File: src/rtl/rst_seq.sv
// rst_seq: merges synchronous reset requests into one reset event, holds every
// reset domain for a minimum time, then releases the domains one by one in
// ascending order. It also latches which sources caused the reset.
module rst_seq #(
  parameter int NREQ        = 4,
  parameter int STAGES      = 3,
  parameter int HOLD_CYCLES = 16,
  parameter int STAGE_GAP   = 8
) (
  input  logic              clk,
  input  logic              rst_n,
  input  logic [NREQ-1:0]   req,
  input  logic              cause_clr,
  output logic [STAGES-1:0] rst_stage_n,
  output logic              busy,
  output logic [NREQ:0]     cause
);

  // One counter serves both the hold time and the gap between stages.
  localparam int MAX_CNT = (HOLD_CYCLES > STAGE_GAP) ? HOLD_CYCLES : STAGE_GAP;
  localparam int CW      = $clog2(MAX_CNT) + 1;
  localparam int SW      = $clog2(STAGES) + 1;

  localparam logic [CW-1:0] HOLD_LAST  = CW'(HOLD_CYCLES - 1);
  localparam logic [CW-1:0] GAP_LAST   = CW'(STAGE_GAP - 1);
  localparam logic [SW-1:0] STAGE_LAST = SW'(STAGES - 1);

  typedef enum logic [1:0] {
    S_HOLD    = 2'd0,
    S_RELEASE = 2'd1,
    S_IDLE    = 2'd2
  } state_t;

  state_t              state_q, state_d;
  logic [CW-1:0]       cnt_q, cnt_d;
  logic [SW-1:0]       stage_q, stage_d;
  logic [STAGES-1:0]   rst_stage_n_q, rst_stage_n_d;
  logic                busy_q, busy_d;
  logic [NREQ:0]       cause_q, cause_d;

  // State and output registers; power-on reset marks the cause as power-on.
  always_ff @(posedge clk or negedge rst_n) begin
    if (!rst_n) begin
      state_q       <= S_HOLD;
      cnt_q         <= '0;
      stage_q       <= '0;
      rst_stage_n_q <= '0;
      busy_q        <= 1'b1;
      cause_q       <= {1'b1, {NREQ{1'b0}}};
    end else begin
      state_q       <= state_d;
      cnt_q         <= cnt_d;
      stage_q       <= stage_d;
      rst_stage_n_q <= rst_stage_n_d;
      busy_q        <= busy_d;
      cause_q       <= cause_d;
    end
  end

  // Next-state logic: any request restarts the hold; otherwise count down the
  // hold time and then release one stage per gap.
  always_comb begin
    state_d       = state_q;
    cnt_d         = cnt_q;
    stage_d       = stage_q;
    rst_stage_n_d = rst_stage_n_q;
    cause_d       = cause_q;

    if (|req) begin
      // A request wins over everything, including a same-edge cause clear,
      // and re-asserts stages that were already released.
      state_d       = S_HOLD;
      cnt_d         = '0;
      stage_d       = '0;
      rst_stage_n_d = '0;
      cause_d       = cause_q | {1'b0, req};
    end else begin
      case (state_q)
        S_HOLD: begin
          if (cnt_q == HOLD_LAST) begin
            rst_stage_n_d[0] = 1'b1;
            cnt_d            = '0;
            stage_d          = SW'(1);
            state_d          = (STAGES == 1) ? S_IDLE : S_RELEASE;
          end else begin
            cnt_d = cnt_q + CW'(1);
          end
        end
        S_RELEASE: begin
          if (cnt_q == GAP_LAST) begin
            for (int i = 0; i < STAGES; i++) begin
              if (stage_q == SW'(i)) rst_stage_n_d[i] = 1'b1;
            end
            cnt_d   = '0;
            stage_d = stage_q + SW'(1);
            if (stage_q == STAGE_LAST) state_d = S_IDLE;
          end else begin
            cnt_d = cnt_q + CW'(1);
          end
        end
        S_IDLE: begin
          rst_stage_n_d = '1;
          // Clearing is only honoured once the sequence has fully completed.
          if (cause_clr) cause_d = '0;
        end
        default: begin
          state_d       = S_HOLD;
          cnt_d         = '0;
          stage_d       = '0;
          rst_stage_n_d = '0;
        end
      endcase
    end

    busy_d = (state_d != S_IDLE);
  end

  assign rst_stage_n = rst_stage_n_q;
  assign busy        = busy_q;
  assign cause       = cause_q;

endmodule

File: config.mk
export PLATFORM = sky130hd
export DESIGN_NAME = rst_seq
export DESIGN_NICKNAME = d
export VERILOG_FILES = /design/src/rtl/rst_seq.sv
export SDC_FILE = /design/constraint.sdc
export NUM_CORES = 1
export LEC_CHECK = 0
export BUFFER_PORTS_ARGS = -buffer_cell sky130_fd_sc_hd__buf_4
export CORE_MARGIN = 2
export CORE_UTILIZATION = 40
export DETAILED_ROUTE_END_ITERATION = 8
export PLACE_DENSITY = 0.64
export SETUP_SLACK_MARGIN = 0.05
export SLEW_MARGIN = 40
export SYNTH_ARGS = -nofsm -noshare
export SYNTH_HDL_FRONTEND = slang
export SYNTH_SLANG_ARGS = --single-unit
File: constraint.sdc
create_clock -name clk -period 1.64 [get_ports clk]
set_clock_uncertainty 0.15 [all_clocks]
set_input_delay 0.246 -clock clk [delete_from_list [all_inputs] [get_ports clk]]
set_output_delay 0.246 -clock clk [all_outputs]
set_load 0.05 [all_outputs]
; Word-level counts from Yosys, hierarchy flattened
; Cells that the tools add are included.
[totals]
input_bits = 7
elab_cells = 59
reg_bits = 19
output_inout_bits = 9
[classes]
n_bitwise = 1
addsub = 2
n_eq_ne = 14
muxes = 24
reduce_logical = 10
[ops]
columns = operator, n
row1 = 5-bit two-way mux, 6
row2 = 3-bit two-way mux, 5
row3 = "3-bit != test, second input constant", 5
row4 = 5-bit case mux with 3 select lines, 1
row5 = 2-bit case mux with 3 select lines, 2
row6 = 3-bit AND reduction, 4
row7 = 3-bit case mux with 3 select lines, 1
row8 = 2-bit two-way mux, 4
row9 = "2-bit != test, second input constant", 3
row10 = "5-bit by 1-bit adder with 5-bit output, second input constant", 1
row11 = "5-bit by 3-bit equality test with 1-bit output, second input constant", 1
row12 = "5-bit by 4-bit equality test with 1-bit output, second input constant", 1
row13 = 5-bit by 4-bit bitwise OR with 5-bit output, 1
row14 = 1-bit two-way mux, 4
row15 = 2-bit nonzero test, 2
row16 = 4-bit OR reduction, 1
row17 = "3-bit by 1-bit adder with 3-bit output, second input constant", 1
row18 = "3-bit by 1-bit equality test with 1-bit output, second input constant", 1
row19 = "3-bit by 2-bit equality test with 1-bit output, second input constant", 1
row20 = 3-bit zero test, 1
row21 = 1-bit case mux with 3 select lines, 1
row22 = "2-bit by 1-bit equality test with 1-bit output, second input constant", 1
row23 = "2-bit equality test, second input constant", 1
row24 = 2-bit zero test, 1
row25 = 2-bit AND reduction, 1

; Longest topological paths before layout
[depth]
word_depth = 6
depth_mapped = 8
depth_no_buf = 8

; Least setup slack after synthesis
; Ideal clock, no wire load.
[synth_timing]
path_type = reg2reg
from = register cnt_q[0]
to = register cnt_q[4]
period_less_slack_ps = 1812
setup_time_ps = 104
arrival_ps = 1558
stages_incl_launch_ff = 7
path_slack_ps = -172
t_required_ps = 1386
n_path_buf = 0
path_cell_list = dfrtp_1 > ha_1 > nand3_1 > inv_1 > ha_1 > or3_1 > a221oi_1
[synth_via]
elab_chain_len = 4
word_cells_on_any_way = 7
classes_between = add/sub (1) / eq/ne (2) / mux (4)
[synth_rtl]
columns = item, line_no
row1 = start: declaration, 35  ; logic [CW-1:0] cnt_q, cnt_d;
row2 = start signal: assignment, 52  ; cnt_q <= cnt_d;
row3 = 5-bit by 1-bit adder with 5-bit output (tied with other cells), "86, 98"
row4 = 5-bit two-way mux (on tied branches), "90, 80"
row5 = 5-bit case mux with 3 select lines *, 78  ; case (state_q)
row6 = 5-bit two-way mux *, 69  ; if (|req) begin
; Every way passes the cells marked *; elsewhere a longest branch is shown, timed or not.
; A chain may end at the register's enable or synchronous reset.

; Worst setup path in the final report
[layout_timing]
from = register cnt_q[1]
to = register rst_stage_n_q[0], in the netlist rst_stage_n[0]
[layout_via]
elab_chain_len = 3
word_cells_on_any_way = 5
classes_between = eq/ne (4) / reduce/logical (1)
[layout_rtl]
columns = item, line_no
row1 = 5-bit by 3-bit equality test with 1-bit output / 5-bit by 4-bit equality test with 1-bit output (equally long branches), "90, 80"
row2 = 3-bit != test (no source line), --
row3 = 3-bit AND reduction (no source line) *, --
row4 = end signal: assignment, 54  ; rst_stage_n_q <= rst_stage_n_d;
row5 = end: declaration, 37  ; logic [STAGES-1:0] rst_stage_n_q, rst_stage_n_d;
; Marked as above.

==> flow_summary.yaml <==
finish:
  num_antenna_cells: 0
  mostFrequentLayoutCell: "buf_4"
  fin_cells: 185
  post_route_cells_drive_above_1_share: 0.5419
  syn_to_final_growth_pct: 56.15
  layout_common_cells: "buf_4 (42), dfrtp_1 (17), nand2_1 (6), ha_1 (6)"
  final_nets: 174
power_and_ir_drop:
  peakVddDrop_mv: 0.4170
  p_leak_nw: 0.6883
  powerDensity_nw_per_um2: 449.4
synthesis:
  netlist_instances: 108
  syn_nets: 126
  synth_edf_count: 0
  yosysWarnings: 0
  ys_async_sr_fraction: 1.000
  synth_seq_cells: 19
  syn_area_sq_um: 1079
  ys.flop_type: "dfrtp_1"
  synth_cell_types: 31
  syn_area_per_cell_sq_um: 9.986
  seq_area_frac_synth: 0.4432
global_route:
  grt_max_degree: 20
  grt_util_all_layers: 0.1803
  grt_pass1_wl_um: 4471
  grt_pass1_vias: 1003
  antenna_found_initial: 0
  grt-ovfl-total: 0
floorplanning:
  die-area_sq_um: 3128
  start_util: 0.4276
  core_sq_um: 2522
  chipHeight_um: 55.93
  ios: 16
  die_w_um: 55.93
  rows: 18
setup_path:
  path_cells: "ha_4, nand3_4, inv_2, ha_4, nand2b_4, nand4_1, buf_4, nand3_2, a21oi_2"
  crit_type: "reg -> reg"
  cp-end-kind: "flip-flop"
  required_ns: 1.73
  cp_max_fo: 4
  crit_top_cell: "ha_4"
  reg2reg_setup_slack_ns: -0.12
  cp-start-kind: "flip-flop"
  cp.arrival_ns: 1.85
  cp_slowest_cell: "dfrtp_1"
  crit_path_max_incr_delay_ns: 0.43
sta:
  final-hold-violation-count: 0
  setup_viol: 8
  grt_setup_unrepaired: "yes"
  fmax_mhz: 567.1
  drv_slew: 0
  period_share: 1.075
  tns_ns: -0.5048
  slew_headroom: 0.7589
  fin_crit_ns: 1.763
  layout_setup_ws_ns: -0.1233
  tightest_slew_ns: 0.3584
detailed_routing:
  drt_drc_violations_left: 0
  wirelength_um: 2626
  drt_first_pass_iters: 4
  wire_per_inst_um: 14.19
  via_per_inst: 5.286
  dr.first_iter.drc_count: 17
  ant_nets: 0
  vias: 978
placed_design:
  dp.cells: 176
  io_buffers: 15
  place_hpwl_um: 1864
  gp_congestion: 0.7811
outcome:
  status: "finished with violations"
  failed_checks: "negative setup slack"
run:
  max_cap_violations: 0
cts:
  h-tree-depth: 1
  root_buffer: "clkbuf_4"
  cts_made_buffers: 3
  cts_buffer_depth: 2
  clkTransAtPathRegs_ns: 0.11
  numClockSinks: 19
  insertion_delay_ns: 0.30
  cts_tree: "built"
worst_hold_path:
  hp-class: "in -> reg"
==> cell usage after synthesis (all sizes together) (3+ instances only) <==
cell / count / share of area
o21ai: 7 / 0.036
nor2: 7 / 0.024
a21oi: 8 / 0.037
or4: 3 / 0.024
nor3b: 3 / 0.021
inv: 10 / 0.035
o21a: 4 / 0.028
ha: 11 / 0.13
nand2: 7 / 0.024
nand3: 5 / 0.023
dfrtp: 17 / 0.39
==> final cells by class <==
class	count	area, sq um
tap	30	37.54
clock buffer	4	26.28
sequential	19	478.0
timing repair buffer	46	359.1
multi-input combinational	76	743.2
inverter	10	40.04
fill	195	838.3
==> worst paths after layout <==
| path | start | endpoint | cells past startpoint |
|---|---|---|---|
| max | cnt_q[1] | rst_stage_n[0] | 9 |
| min | req[0] | cause[0] | 2 |
| max reg2reg | cnt_q[1] | rst_stage_n[0] | 9 |
| min reg2reg | cause[1] | cause[1] | 1 |
| max in group asynchronous | rst_n | cause[4] | 2 |
| min in group asynchronous | rst_n | rst_stage_n[0] | 2 |
==> worst max-delay path: cells and delay by family (launching register included) <==
kind            cells  cell delay (ns)
compound gates      1             0.15
fa+ha+maj           2             0.36
buf+inv             2             0.17
flops               1             0.43
simple gates        4             0.44
==> routing by layer <==
metal / wire length, um / GRT usage / share of wire / up-vias
met4: 42 / 0.07823 / 0.016 / 0
met2: 1306 / 0.2908 / 0.50 / 23
met5: 0 / 0 / 0 / -
met1: 1191 / 0.2427 / 0.45 / 467
met3: 86 / 0.02326 / 0.033 / 4
li1: - / - / - / 484
==> repair_timing <==
item                                    4_1_cts  5_1_grt
pin swaps                                     8       11
gates resized for setup                      19       17
hold endpoints to repair                     19        0
hold buffers                                  1        0
gates cloned                                  0        0
buffers inserted                              4        1
endpoints found under the setup margin       18       19
==> cells by family after synthesis <==
kind of cell / share of synthesized area
simple gates: 0.1856
compound gates: 0.1764
flops: 0.4432
buf+inv: 0.04873
fa+ha+maj: 0.1276
mux: 0.01856
==> registers in the layout, summed over array words and instances, names as in the netlist <==
register / cells
cause: 5
cnt_q: 5
rst_stage_n: 3
stage_q: 3
state_q: 2
busy: 1
==> stage by stage <==
step                utilization  setup slack [ns]  hold WS (ns)  instance area [sq um]  total power [mW]
floorplan                     -          -0.04188       -0.1996                   1141            0.4859
global route             0.6677           -0.2186       0.02934                   1684            0.7905
finish                   0.6677           -0.1233       0.02303                   1684            0.7568
CTS                      0.6344          -0.08620       0.02093                   1600            0.7648
global placement         0.5818          -0.06902      -0.01431                   1468            0.5183
detailed placement       0.5818           -0.1116      -0.01483                   1468            0.5189
==> power breakdown <==
part / internal (mW) / switching, mW / total, mW
clock: 0.0947 / 0.150 / 0.245
sequential: 0.469 / 0.000742 / 0.470
combinational: 0.0211 / 0.0209 / 0.0420
total: 0.585 / 0.172 / 0.757
Note: power is estimated with default switching activity, not from simulation.
